[src/rtl/board_pkg.sv]
// Shared board definitions for the Arkanoid brick map.
//   - Board geometry: 4 rows x 4 columns, 16 tiles.
//   - Tile index convention: idx = row*4 + col (row in the upper two bits).
//   - Board controller FSM state encoding.
//   - Strength value loaded into present bricks when MULTI_HIT_EN is defined.
package board_pkg;

    localparam int unsigned BOARD_ROWS = 4;
    localparam int unsigned BOARD_COLS = 4;
    localparam int unsigned NUM_TILES  = BOARD_ROWS * BOARD_COLS;

    localparam logic [3:0] LAST_IDX      = 4'd15;
    localparam logic [1:0] STRENGTH_FULL = 2'd2;

    typedef enum logic [2:0] {
        StIdle,
        StLoad,
        StPlay,
        StResolve,
        StWon
    } board_state_e;

    // row*4 + col with a 4-wide board is a plain concatenation
    function automatic logic [3:0] tile_idx(input logic [1:0] row, input logic [1:0] col);
        return {row, col};
    endfunction

endpackage

[src/rtl/frame_commit.sv]
// Per-frame latch for a display overlay.
// Captures data_in on every rising edge of vsync_in and holds it otherwise, so the consumer
// never sees a change in the middle of a frame.
// Ports:
//   pclk      in   pixel clock
//   reset     in   asynchronous active-low reset
//   vsync_in  in   vertical sync; a rising edge commits data_in
//   data_in   in   live (shadow) data, WIDTH bits
//   data_out  out  committed data, WIDTH bits
module frame_commit #(
    parameter int unsigned WIDTH = 16
) (
    input  logic             pclk,
    input  logic             reset,
    input  logic             vsync_in,
    input  logic [WIDTH-1:0] data_in,
    output logic [WIDTH-1:0] data_out
);

    logic             vsync_prev_q;
    logic [WIDTH-1:0] data_q;

    always_ff @(posedge pclk or negedge reset) begin
        if (!reset) begin
            vsync_prev_q <= 1'b0;
            data_q       <= '0;
        end else begin
            vsync_prev_q <= vsync_in;
            if (vsync_in && !vsync_prev_q) begin
                data_q <= data_in;
            end
        end
    end

    assign data_out = data_q;

endmodule

[src/rtl/board_ctrl.sv]
// Arkanoid board controller: owns the 4x4 brick map, loads levels, resolves ball hits,
// keeps score and detects a cleared board. The bitmap seen by draw_board is committed only
// on a vsync rising edge.
// Optional feature macro: MULTI_HIT_EN (2-hit bricks with a per-brick strength counter and an
// extra strength_out port committed alongside tiles_out).
// Ports:
//   pclk           in   pixel clock, sole clock
//   reset          in   asynchronous active-low reset
//   vsync_in       in   vsync; rising edge commits the bitmap
//   level_start    in   one-cycle pulse, (re)loads INIT_MAP
//   hit_req        in   collision request, held until hit_ack
//   hit_row/col    in   brick coordinates of the request
//   hit_ack        out  one-cycle acknowledge
//   hit_destroyed  out  valid with hit_ack, 1 = a live brick was removed
//   tiles_out      out  committed 16-bit bitmap
//   bricks_left    out  live bricks in the shadow map
//   score          out  accumulated score (saturating)
//   board_clear    out  level won, held until next level_start
//   busy           out  high while loading
//   strength_out   out  (MULTI_HIT_EN only) committed 2-bit strength per tile
module board_ctrl
    import board_pkg::*;
#(
    parameter logic [15:0]  INIT_MAP = 16'hFFFF,
    parameter logic [7:0]   POINTS   = 8'd10,
    parameter int unsigned  SCORE_W  = 16
) (
    input  logic               pclk,
    input  logic               reset,
    input  logic               vsync_in,
    input  logic               level_start,
    input  logic               hit_req,
    input  logic [1:0]         hit_row,
    input  logic [1:0]         hit_col,
    output logic               hit_ack,
    output logic               hit_destroyed,
    output logic [15:0]        tiles_out,
    output logic [4:0]         bricks_left,
    output logic [SCORE_W-1:0] score,
    output logic               board_clear,
    output logic               busy
`ifdef MULTI_HIT_EN
    ,
    output logic [31:0]        strength_out
`endif
);

    board_state_e       state_q, state_d;
    logic [3:0]         idx_q, idx_d;
    logic [15:0]        shadow_q, shadow_d;
    logic [4:0]         bricks_left_q, bricks_left_d;
    logic [SCORE_W-1:0] score_q, score_d;
    logic               board_clear_q;
    logic               hit_ack_q, hit_ack_d;
    logic               hit_destroyed_q, hit_destroyed_d;
    logic [SCORE_W:0]   score_sum;
    logic [SCORE_W-1:0] score_sat;
    logic               req_new;
    logic               kill;

`ifdef MULTI_HIT_EN
    logic [31:0] strength_q, strength_d;
    localparam int unsigned COMMIT_W = 48;
    logic [COMMIT_W-1:0] commit_in, commit_out;
    assign commit_in    = {strength_q, shadow_q};
    assign tiles_out    = commit_out[15:0];
    assign strength_out = commit_out[47:16];
`else
    localparam int unsigned COMMIT_W = 16;
    logic [COMMIT_W-1:0] commit_in, commit_out;
    assign commit_in = shadow_q;
    assign tiles_out = commit_out;
`endif

    // One extra bit catches the carry so the score clamps instead of wrapping.
    assign score_sum = {1'b0, score_q} + (SCORE_W + 1)'(POINTS);
    assign score_sat = score_sum[SCORE_W] ? '1 : score_sum[SCORE_W-1:0];

    // While the ack is out the requester has not yet dropped hit_req; ignore it for that cycle.
    assign req_new = hit_req && !hit_ack_q;

    always_comb begin
        state_d         = state_q;
        idx_d           = idx_q;
        shadow_d        = shadow_q;
        bricks_left_d   = bricks_left_q;
        score_d         = score_q;
        hit_ack_d       = 1'b0;
        hit_destroyed_d = 1'b0;
        kill            = 1'b0;
`ifdef MULTI_HIT_EN
        strength_d      = strength_q;
`endif
        // level_start wins from any state; an in-flight hit is dropped without an ack.
        if (level_start) begin
            state_d       = StLoad;
            idx_d         = '0;
            bricks_left_d = '0;
        end else begin
            unique case (state_q)
                StIdle, StWon: begin
                    if (req_new) begin
                        hit_ack_d = 1'b1;
                    end
                end
                StLoad: begin
                    shadow_d[idx_q] = INIT_MAP[idx_q];
                    bricks_left_d   = bricks_left_q + 5'(INIT_MAP[idx_q]);
`ifdef MULTI_HIT_EN
                    strength_d[{idx_q, 1'b0} +: 2] = INIT_MAP[idx_q] ? STRENGTH_FULL : 2'd0;
`endif
                    idx_d = idx_q + 4'd1;
                    if (idx_q == LAST_IDX) begin
                        state_d = (bricks_left_d == '0) ? StWon : StPlay;
                    end
                end
                StPlay: begin
                    if (req_new) begin
                        idx_d   = tile_idx(hit_row, hit_col);
                        state_d = StResolve;
                    end
                end
                StResolve: begin
                    hit_ack_d = 1'b1;
`ifdef MULTI_HIT_EN
                    if (shadow_q[idx_q]) begin
                        kill = (strength_q[{idx_q, 1'b0} +: 2] == 2'd1);
                        strength_d[{idx_q, 1'b0} +: 2] = strength_q[{idx_q, 1'b0} +: 2] - 2'd1;
                    end
`else
                    kill = shadow_q[idx_q];
`endif
                    if (kill) begin
                        shadow_d[idx_q] = 1'b0;
                        bricks_left_d   = bricks_left_q - 5'd1;
                        score_d         = score_sat;
                        hit_destroyed_d = 1'b1;
                    end
                    state_d = (bricks_left_d == '0) ? StWon : StPlay;
                end
                default: state_d = StIdle;
            endcase
        end
    end

    always_ff @(posedge pclk or negedge reset) begin
        if (!reset) begin
            state_q         <= StIdle;
            idx_q           <= '0;
            shadow_q        <= '0;
            bricks_left_q   <= '0;
            score_q         <= '0;
            board_clear_q   <= 1'b0;
            hit_ack_q       <= 1'b0;
            hit_destroyed_q <= 1'b0;
`ifdef MULTI_HIT_EN
            strength_q      <= '0;
`endif
        end else begin
            state_q         <= state_d;
            idx_q           <= idx_d;
            shadow_q        <= shadow_d;
            bricks_left_q   <= bricks_left_d;
            score_q         <= score_d;
            board_clear_q   <= (state_d == StWon);
            hit_ack_q       <= hit_ack_d;
            hit_destroyed_q <= hit_destroyed_d;
`ifdef MULTI_HIT_EN
            strength_q      <= strength_d;
`endif
        end
    end

    frame_commit #(
        .WIDTH(COMMIT_W)
    ) u_frame_commit (
        .pclk     (pclk),
        .reset    (reset),
        .vsync_in (vsync_in),
        .data_in  (commit_in),
        .data_out (commit_out)
    );

    assign hit_ack       = hit_ack_q;
    assign hit_destroyed = hit_destroyed_q;
    assign bricks_left   = bricks_left_q;
    assign score         = score_q;
    assign board_clear   = board_clear_q;
    assign busy          = (state_q == StLoad);

endmodule

[config.mk]
export PLATFORM = sky130hd
export DESIGN_NAME = board_ctrl
export DESIGN_NICKNAME = d
export VERILOG_FILES = /design/src/rtl/board_pkg.sv /design/src/rtl/frame_commit.sv /design/src/rtl/board_ctrl.sv
export SDC_FILE = /design/constraint.sdc
export NUM_CORES = 1
export LEC_CHECK = 0
export BUFFER_PORTS_ARGS = -buffer_cell sky130_fd_sc_hd__clkbuf_2
export CORE_MARGIN = 2
export CORE_UTILIZATION = 57
export DETAILED_ROUTE_END_ITERATION = 6
export GPL_ROUTABILITY_DRIVEN = 0
export PLACE_DENSITY = 0.8
export SYNTH_ARGS = -nofsm -noshare
export SYNTH_HDL_FRONTEND = slang
export SYNTH_SLANG_ARGS = --single-unit
[constraint.sdc]
create_clock -name pclk -period 2.4 [get_ports pclk]
set_input_delay 0.48 -clock pclk [delete_from_list [all_inputs] [get_ports pclk]]
set_output_delay 0.48 -clock pclk [all_outputs]
set_load 0.02 [all_outputs]
Yosys cells after proc, flatten, opt, wreduce, memory -nomap -nowiden

Memories as Yosys holds them, arrays and structs flattened.
Cells that the tools add are included.

Bitwise gates (word level): 3
Order comparisons: 2
Add/sub/neg operators: 4
Reduce and logical (&&, ||, !) cells: 15
Mux-type cells: 29
Eq/ne operators: 8

Operator list:

| kind                  | number |
|---|---|
| $mux 16               | 2 |
| $pmux 16 s2           | 1 |
| $mux 5                | 4 |
| $add 16x4->17 const B | 1 |
| $and 16x16->16        | 1 |
| $bwmux 16             | 1 |
| $not 16->16           | 1 |
| $mux 3                | 5 |
| $pmux 3 s4            | 1 |
| $logic_not 5->1       | 2 |
| $pmux 5 s2            | 1 |
| $mux 1                | 8 |
| $mux 4                | 2 |
| $pmux 4 s2            | 1 |
| $eq 3x2->1 const B    | 2 |
| $eq 3x3->1 const B    | 2 |
| $reduce_and 3->1      | 2 |
| $reduce_bool 3->1     | 2 |
| $add 5x1->5           | 1 |
| $lt 4x5->1 const B    | 1 |
| $sub 5x1->5 const B   | 1 |
| $add 4x1->4 const B   | 1 |
| $bmux 1 s4            | 1 |
| $demux 1 s4           | 1 |
| other kinds (13)      | 16 |

Memories: 1
Bits in read-only memories: 16
Bits of input ports: 9
Word-level logic and storage cells: 72
Register bits: 64
Output and inout port bits: 41

Memory list:

| memory          | words | width | rd ports | clocked after memory_dff | wr ports | line              | source |
|---|---|---|---|---|---|---|---|
| (no name shown) | 16    | 1     | 1        | 0                        | 0        | board_ctrl.sv:108 | `bricks_left_d = bricks_left_q + 5'(INIT_MAP[idx_q]);` |

Depth between registers and ports, before layout

Gate-level depths: netlist of run 1.

Depth in word-level cells: 10
Mapped depth: 8
Gate-level depth less buffers: 6

By module

A second synthesis of run 1 with hierarchy kept.

Cells, all modules: 325
Area, all modules: 3500.9 um2

Modules (own cells, without submodules):

| module       | area an instance (um2) | seq. area each (um2) | cells an instance | times used |
|---|---|---|---|---|
| board_ctrl   | 2812.7                 | 1176.1               | 289               | 1 |
| frame_commit | 688.2                  | 425.4                | 36                | 1 |

Worst setup path before layout of run 1

No wires, ideal clock.

Path type: flip-flop to flip-flop
From: register idx_q[2]
To: register score_q[11], in the netlist score[11]
Arrival time: 1.917 ns
Path buffers: 2
Clock period less this slack: 2.045 ns
Setup time: 0.128 ns
Cell stages (with the launch flop): 8
Required time: 2.272 ns
Setup slack: 0.355 ns
Cell sequence: dfrtp_1 buf_6 mux4_2 o22a_1 a22oi_4 buf_6 nor3_1 mux2_1

Word-level cells in the longest chain between the ends: 3

RTL lines:

| element                           | line              | source |
|---|---|---|
| start: declaration                | board_ctrl.sv:49  | `logic [3:0] idx_q, idx_d;` |
| start signal: assignment          | board_ctrl.sv:161 | `idx_q <= idx_d;` |
| $bmux 1 s4                        | board_ctrl.sv:131 | `kill = shadow_q[idx_q];` |
| $mux 1 (implied by the code)      | board_ctrl.sv:131 |  |
| $reduce_and 3->1 (no source line) | --                |  |
| end signal: assignment            | board_ctrl.sv:164 | `score_q <= score_d;` |
| end: declaration                  | board_ctrl.sv:52  | `logic [SCORE_W-1:0] score_q, score_d;` |

No other way between the ends. The select of a mux whose other input is x is not followed.
A chain may end at the register's enable or synchronous reset.

Worst setup path after layout of run 1

From: register idx_q[3]
To: register score_q[6], in the netlist score[6]

Same word-level chain as after synthesis.

==> run_summary.xml, run 1 <==
<?xml version="1.0" encoding="UTF-8"?>
<metrics>
  <group name="status">
    <metric name="outcome" unit="">finished, final reports clean</metric>
  </group>
  <group name="setup_path">
    <metric name="critical_path_depth" unit="">6</metric>
    <metric name="rr_endpoint" unit="">score[6]$_DFFE_PN0P_</metric>
    <metric name="critPathTopFamily" unit="">multiplexers</metric>
    <metric name="critPathLaunch" unit="">idx_q[3]$_DFFE_PN0P_</metric>
    <metric name="critical_path.cell_chain" unit="">mux4_2 -&gt; o22a_1 -&gt; a22oi_4 -&gt; inv_2 -&gt; nand4_1 -&gt; mux2_2</metric>
    <metric name="arrival" unit="ns">2.51</metric>
    <metric name="regToRegSetupSlack" unit="ns">0.12</metric>
    <metric name="timing.reg2reg.worst_path_depth" unit="">6</metric>
    <metric name="critPathCaptureType" unit="">flip-flop</metric>
    <metric name="slowest_stage" unit="">dfrtp_1</metric>
    <metric name="cp_slowest_stage_delay" unit="ns">0.62</metric>
    <metric name="maximum_fanout_encountered_on_the_critical_timing_path" unit="">11</metric>
    <metric name="capture_point_of_the_worst_path" unit="">score[6]$_DFFE_PN0P_</metric>
    <metric name="timing.critical_path.buf_inv" unit="">1</metric>
    <metric name="cp-start-kind" unit="">flip-flop</metric>
    <metric name="regToRegStartpoint" unit="">idx_q[3]$_DFFE_PN0P_</metric>
    <metric name="timing.critical_path.required" unit="ns">2.64</metric>
    <metric name="worstSetupPathType" unit="">reg -&gt; reg</metric>
  </group>
  <group name="detailed_routing">
    <metric name="routed_wirelength" unit="µm">7250</metric>
    <metric name="via_per_inst" unit="">5.98</metric>
    <metric name="via_count" unit="">2713</metric>
    <metric name="detail_route.wl_per_cell" unit="µm">16.0</metric>
    <metric name="drt_first_pass_iters" unit="">5</metric>
    <metric name="first_iter_violations" unit="">291</metric>
    <metric name="drt.antenna.violating_nets" unit="">0</metric>
    <metric name="post-route-drc-count" unit="">0</metric>
  </group>
  <group name="power">
    <metric name="power.leakage" unit="nW">1.85</metric>
    <metric name="sequentialPowerShare" unit="">0.491</metric>
    <metric name="power.combinational.fraction" unit="">0.141</metric>
    <metric name="switchingPower" unit="W">0.000713</metric>
    <metric name="power_density" unit="nW/µm²">644</metric>
    <metric name="cell_internal_pwr" unit="W">0.00178</metric>
    <metric name="p_sw_frac" unit="">0.286</metric>
    <metric name="share_of_power_burned_in_the_clock_network" unit="">0.368</metric>
    <metric name="maximum_resistive_drop_on_vdd" unit="mV">0.372</metric>
  </group>
  <group name="cells_and_area">
    <metric name="most-common-layout-cells" unit="">64 x dfrtp_1, 49 x clkbuf_2, 46 x a21oi_1, 26 x mux2_2, 24 x nand2_1</metric>
    <metric name="antenna_cells_inserted" unit="">0</metric>
    <metric name="final_common_cell" unit="">dfrtp_1</metric>
    <metric name="area_growth" unit="%">16.5</metric>
    <metric name="number_of_nets_in_the_layout" unit="">393</metric>
    <metric name="drive_gt1_frac" unit="">0.298</metric>
    <metric name="final_core_util" unit="">0.696</metric>
  </group>
  <group name="global_routing">
    <metric name="grt_first_pass_wirelength" unit="µm">12300</metric>
    <metric name="grt.total_usage" unit="">0.246</metric>
    <metric name="antenna_violations_before_repair" unit="">0</metric>
    <metric name="grt_start_max_net_pins" unit="">65</metric>
    <metric name="grt_pass1_vias" unit="">2537</metric>
    <metric name="gr-total-overflow" unit="">0</metric>
  </group>
  <group name="cts">
    <metric name="holdBufCountCts" unit="">0</metric>
    <metric name="cts_resized" unit="">0</metric>
    <metric name="clock-sinks" unit="">64</metric>
    <metric name="post_cts_buffers" unit="">0</metric>
    <metric name="worstSkewPairLatency" unit="ns">0.35</metric>
    <metric name="clk_path_buf_depth" unit="">2</metric>
    <metric name="clkSlewWorstSetupHoldPaths" unit="ns">0.08</metric>
    <metric name="cts_inserted_buffers" unit="">9</metric>
    <metric name="tritoncts" unit="">yes</metric>
    <metric name="h-tree-depth" unit="">3</metric>
    <metric name="root_buffer" unit="">clkbuf_8</metric>
  </group>
  <group name="timing">
    <metric name="final_max_slew_viol_count" unit="">0</metric>
    <metric name="max_clock_freq" unit="MHz">440</metric>
    <metric name="slew_headroom" unit="">0.509</metric>
    <metric name="clock_skew" unit="ns">0.00895</metric>
    <metric name="tightestPinTransition" unit="ns">0.737</metric>
    <metric name="setup_violations" unit="">0</metric>
    <metric name="rsz0062_at_grt" unit="">false</metric>
    <metric name="tns" unit="ns">0</metric>
    <metric name="finalHoldViolCount" unit="">0</metric>
    <metric name="fin_crit" unit="ns">2.28</metric>
    <metric name="fin_crit_sh" unit="">0.948</metric>
  </group>
  <group name="die">
    <metric name="area_of_the_die" unit="µm²">6470</metric>
    <metric name="die_width" unit="µm">80.4</metric>
    <metric name="floorplan.rows" unit="">27</metric>
    <metric name="die_y" unit="µm">80.4</metric>
    <metric name="fp.coreArea" unit="µm²">5570</metric>
    <metric name="start_util" unit="">0.597</metric>
    <metric name="io_pins" unit="">50</metric>
  </group>
  <group name="synthesis">
    <metric name="synthArstFlopShare" unit="">1.00</metric>
    <metric name="synthesis.yosys.warnings" unit="">0</metric>
    <metric name="syn-instance-count" unit="">320</metric>
    <metric name="synthesis.nets" unit="">336</metric>
    <metric name="syn-cell-area" unit="µm²">3330</metric>
    <metric name="ffs_latches_synth" unit="">64</metric>
    <metric name="synth.distinct_cells" unit="">51</metric>
    <metric name="synth_edf_count" unit="">0</metric>
    <metric name="postSynthAreaPerCell" unit="µm²">10.4</metric>
    <metric name="synth.yosys.seq_area_share" unit="">0.481</metric>
    <metric name="synth_top_flop_cell" unit="">dfrtp_1</metric>
  </group>
  <group name="placement">
    <metric name="portBuffers" unit="">49</metric>
    <metric name="dp.final_hpwl" unit="µm">5070</metric>
  </group>
  <group name="flow_run">
    <metric name="maxCapViolations" unit="">0</metric>
  </group>
  <group name="min_path">
    <metric name="hold_path_class" unit="">in -&gt; async</metric>
  </group>
</metrics>
[per-layer routing]
metal,GRT usage,up-vias,share of wire
met5,0,-,0
met4,0.112,0,0.021
met3,0.0404,16,0.058
met2,0.389,100,0.48
met1,0.333,1308,0.44
li1,-,1289,-
[cells by family (layout without fill, tap and decap cells)]
group	Yosys count	in the layout	synth area share
flip-flops	64	64	0.481
adder cells (fa/ha/maj)	7	7	0.0263
AO/OA/AOI/OAI	86	86	0.162
multiplexers	35	35	0.126
buffers and inverters	25	87	0.0353
AND/OR/NAND/NOR	102	102	0.166
XOR/XNOR	1	1	0.00263
[final cells by class]
cell class                 count  area, µm²
clock buffer                   9        124
clock inverter                 7       72.6
fill                         437       1690
inverter                      11       41.3
multi-input combinational    231       1610
sequential                    64       1600
tap                           72       90.1
timing repair buffer          60        340
[worst register-to-register path: cells and delay by family, from the launching register on]
kind	cells	cell delay, ns
compound gates	2	0.57
buf+inv	1	0.13
flops	1	0.62
mux	2	0.74
simple gates	1	0.12
[power by group through the flow]
stage	registers (W)	logic (W)	clock network (W)
2_1_floorplan	0.00128	0.000190	0
3_3_place_gp	0.00124	0.000343	0
3_5_place_dp	0.00125	0.000351	0
4_1_cts	0.00123	0.000353	0.000928
5_1_grt	0.00124	0.000385	0.000986
6_report	0.00123	0.000351	0.000920
[synth_stat cells (all sizes together), types with 4 or more instances]
master | n | area share
dfrtp | 64 | 0.48
a21oi | 46 | 0.069
mux2 | 30 | 0.10
nand2 | 24 | 0.027
nor2 | 12 | 0.014
inv | 11 | 0.012
nor3 | 11 | 0.017
nand3 | 10 | 0.015
nor2b | 10 | 0.019
clkbuf | 9 | 0.010
o21ai | 8 | 0.012
ha | 7 | 0.026
a21o | 6 | 0.014
nor3b | 6 | 0.015
and2 | 5 | 0.012
and3 | 5 | 0.0094
buf | 5 | 0.013
nand2b | 5 | 0.0094
nand4 | 5 | 0.0094
a31oi | 4 | 0.0075
[how the worst min path moves through the flow]
stage          slack, ns                    endpoint                  from  cells past startpoint
5_1_grt             0.19  asynchronous set/reset pin                 reset                      2
4_1_cts             0.16  asynchronous set/reset pin                 reset                      2
3_5_place_dp        0.45        score[0]$_DFFE_PN0P_  score[0]$_DFFE_PN0P_                      1
3_3_place_gp        0.45        score[0]$_DFFE_PN0P_  score[0]$_DFFE_PN0P_                      1
6_report            0.15  asynchronous set/reset pin                 reset                      2
2_1_floorplan       0.18  asynchronous set/reset pin                 reset                      0
[metrics by stage]
step | power (W) | worst slack [ns] | hold slack [ns] | area (µm²) | cells
after global placement | 0.00159 | 0.165 | 0.452 | 3680 | 438
final | 0.00250 | 0.125 | 0.146 | 3880 | 454
after detailed placement | 0.00160 | 0.121 | 0.450 | 3680 | 438
after global routing | 0.00261 | 0.0104 | 0.188 | 3880 | 454
after CTS | 0.00251 | 0.135 | 0.157 | 3880 | 454
after floorplan | 0.00147 | 0.355 | 0.184 | 3330 | 320
(Power assumes the default switching activity.)
==> inputs of run 2 (changes only) <==
RECOVER_POWER = 25   (was not set)
==> run 2 against run 1 <==
The flow now finishes with violations (capacitance limit, slew limit). Non-clock buffer count unchanged. Clock skew increased by 0.0019 ns. Utilization decreased by 0.29 points. Design area decreased by 0.42%. Register-to-register slack about the same. Global-route usage unchanged. Clock power about the same. Sequential power about the same. Worst setup slack got worse by 0.0033 ns. Sequential cell count unchanged. Die area unchanged.
==> run_summary.xml, run 2 (synthesis results as in run 1) <==
<?xml version="1.0" encoding="UTF-8"?>
<metrics>
  <group name="cts">
    <metric name="post_cts_buffers" unit="">0</metric>
    <metric name="clkSlewWorstSetupHoldPaths" unit="ns">0.08</metric>
    <metric name="worstSkewPairLatency" unit="ns">0.35</metric>
    <metric name="clk_path_buf_depth" unit="">2</metric>
    <metric name="cts_inserted_buffers" unit="">9</metric>
    <metric name="clock-sinks" unit="">64</metric>
    <metric name="tritoncts" unit="">yes</metric>
    <metric name="root_buffer" unit="">clkbuf_8</metric>
    <metric name="holdBufCountCts" unit="">0</metric>
    <metric name="cts_resized" unit="">0</metric>
    <metric name="h-tree-depth" unit="">3</metric>
  </group>
  <group name="timing">
    <metric name="tns" unit="ns">0</metric>
    <metric name="rsz0062_at_grt" unit="">false</metric>
    <metric name="finalHoldViolCount" unit="">0</metric>
    <metric name="max_clock_freq" unit="MHz">439</metric>
    <metric name="fin_crit_sh" unit="">0.949</metric>
    <metric name="timing.final.ws_setup" unit="ns">0.122</metric>
    <metric name="fin_crit" unit="ns">2.28</metric>
    <metric name="tightestPinTransition" unit="ns">1.55</metric>
    <metric name="clock_skew" unit="ns">0.0108</metric>
    <metric name="setup_violations" unit="">0</metric>
    <metric name="finalHoldWorstSlack" unit="ns">0.260</metric>
    <metric name="slew_headroom" unit="">-0.0322</metric>
    <metric name="final_max_slew_viol_count" unit="">65</metric>
  </group>
  <group name="global_routing">
    <metric name="grt_first_pass_wirelength" unit="µm">12300</metric>
    <metric name="gr-total-overflow" unit="">0</metric>
    <metric name="grt_start_max_net_pins" unit="">65</metric>
    <metric name="grt.total_usage" unit="">0.246</metric>
    <metric name="grt_pass1_vias" unit="">2537</metric>
    <metric name="antenna_violations_before_repair" unit="">0</metric>
  </group>
  <group name="power">
    <metric name="maximum_resistive_drop_on_vdd" unit="mV">0.372</metric>
    <metric name="totalPowerFinal" unit="W">0.00250</metric>
    <metric name="power.leakage" unit="nW">1.84</metric>
    <metric name="power_density" unit="nW/µm²">646</metric>
  </group>
  <group name="die">
    <metric name="area_of_the_die" unit="µm²">6470</metric>
    <metric name="start_util" unit="">0.597</metric>
    <metric name="fp.coreArea" unit="µm²">5570</metric>
    <metric name="floorplan.rows" unit="">27</metric>
    <metric name="die_width" unit="µm">80.4</metric>
    <metric name="die_y" unit="µm">80.4</metric>
    <metric name="io_pins" unit="">50</metric>
  </group>
  <group name="detailed_routing">
    <metric name="drt.antenna.violating_nets" unit="">0</metric>
    <metric name="routed_wirelength" unit="µm">7230</metric>
    <metric name="via_count" unit="">2710</metric>
    <metric name="drt_first_pass_iters" unit="">5</metric>
    <metric name="post-route-drc-count" unit="">0</metric>
    <metric name="first_iter_violations" unit="">291</metric>
    <metric name="via_per_inst" unit="">5.97</metric>
    <metric name="detail_route.wl_per_cell" unit="µm">15.9</metric>
  </group>
  <group name="min_path">
    <metric name="timing.hold.worst.start" unit="">vsync_in</metric>
    <metric name="hold-path-cell-count" unit="">1</metric>
    <metric name="whs_endpoint" unit="">u_frame_commit.vsync_prev_q$_DFF_PN0_</metric>
    <metric name="hold_path_class" unit="">in -&gt; reg</metric>
  </group>
  <group name="setup_path">
    <metric name="critPathLaunch" unit="">idx_q[3]$_DFFE_PN0P_</metric>
    <metric name="slowest_stage" unit="">dfrtp_1</metric>
    <metric name="critPathTopFamily" unit="">multiplexers</metric>
    <metric name="arrival" unit="ns">2.52</metric>
    <metric name="rr_endpoint" unit="">score[6]$_DFFE_PN0P_</metric>
    <metric name="cp_slowest_stage_delay" unit="ns">0.62</metric>
    <metric name="timing.reg2reg.worst_path_depth" unit="">6</metric>
    <metric name="cp-start-kind" unit="">flip-flop</metric>
    <metric name="critical_path.cell_chain" unit="">mux4_2 -&gt; o22a_1 -&gt; a22oi_4 -&gt; inv_2 -&gt; nand4_1 -&gt; mux2_2</metric>
    <metric name="regToRegStartpoint" unit="">idx_q[3]$_DFFE_PN0P_</metric>
    <metric name="maximum_fanout_encountered_on_the_critical_timing_path" unit="">11</metric>
    <metric name="worstSetupPathType" unit="">reg -&gt; reg</metric>
    <metric name="timing.critical_path.buf_inv" unit="">1</metric>
    <metric name="critPathCaptureType" unit="">flip-flop</metric>
    <metric name="regToRegSetupSlack" unit="ns">0.12</metric>
    <metric name="timing.critical_path.required" unit="ns">2.64</metric>
  </group>
  <group name="cells_and_area">
    <metric name="number_of_nets_in_the_layout" unit="">393</metric>
    <metric name="fillerInstances" unit="">440</metric>
    <metric name="final_common_cell" unit="">dfrtp_1</metric>
    <metric name="antenna_cells_inserted" unit="">0</metric>
    <metric name="most-common-layout-cells" unit="">64 x dfrtp_1, 49 x clkbuf_2, 46 x a21oi_1, 26 x mux2_2, 24 x nand2_1</metric>
    <metric name="area_growth" unit="%">16.0</metric>
    <metric name="drive_gt1_frac" unit="">0.296</metric>
    <metric name="filler_free_cell_count_of_the_finished_design" unit="">454</metric>
  </group>
  <group name="status">
    <metric name="violations" unit="">capacitance limit, slew limit</metric>
    <metric name="outcome" unit="">finished, violations left</metric>
  </group>
  <group name="placement">
    <metric name="place_worst_setup_slack" unit="ns">0.121</metric>
    <metric name="dp.final_hpwl" unit="µm">5070</metric>
    <metric name="portBuffers" unit="">49</metric>
    <metric name="numPlacedInstances" unit="">438</metric>
  </group>
  <group name="flow_run">
    <metric name="maxCapViolations" unit="">1</metric>
  </group>
</metrics>
-- run 2: changes by cell type in the layout (fill, tap and decap cells not counted) --
cell and delta:
clkbuf_1 +1, buf_12 -1
-- run 2: how the worst max path moves through the flow --
stage / to / cells after the start / slack [ns]
global route: score[6]$_DFFE_PN0P_ / 6 / 0.01
floorplan: score[11]$_DFFE_PN0P_ / 7 / 0.36
CTS: score[6]$_DFFE_PN0P_ / 6 / 0.14
detailed placement: score[14]$_DFFE_PN0P_ / 6 / 0.12
finish: score[6]$_DFFE_PN0P_ / 6 / 0.12
global placement: score[6]$_DFFE_PN0P_ / 6 / 0.16
-- run 2: power by group --
group / leakage, nW / total [W] / switching [W] / internal (W)
logic: 0.914 / 0.000348 / 0.000204 / 0.000144
clock network: 0.0952 / 0.000922 / 0.000444 / 0.000479
registers: 0.834 / 0.00123 / 0.0000674 / 0.00116
total: 1.84 / 0.00250 / 0.000715 / 0.00178
-- run 2: through the flow --
step	instance area [µm²]	util
after floorplan	3330	-
after global placement	3680	0.661
after detailed placement	3680	0.661
after CTS	3880	0.696
after global routing	3860	0.693
final	3860	0.693
-- run 2: routing by layer --
layer / wire length [µm] / GRT usage / vias up
met2: 3460 / 0.389 / 98
met4: 149 / 0.112 / 0
met3: 431 / 0.0404 / 14
li1: - / - / 1293
met1: 3190 / 0.333 / 1305
met5: 0 / 0 / -
-- run 2: area by class of cell --
type	instances	area [µm²]	area share
clock inverter	7	72.6	0.0188
timing repair buffer	60	324	0.0839
inverter	11	41.3	0.0107
tap	72	90.1	0.0233
clock buffer	9	124	0.0321
sequential	64	1600	0.415
multi-input combinational	231	1610	0.417
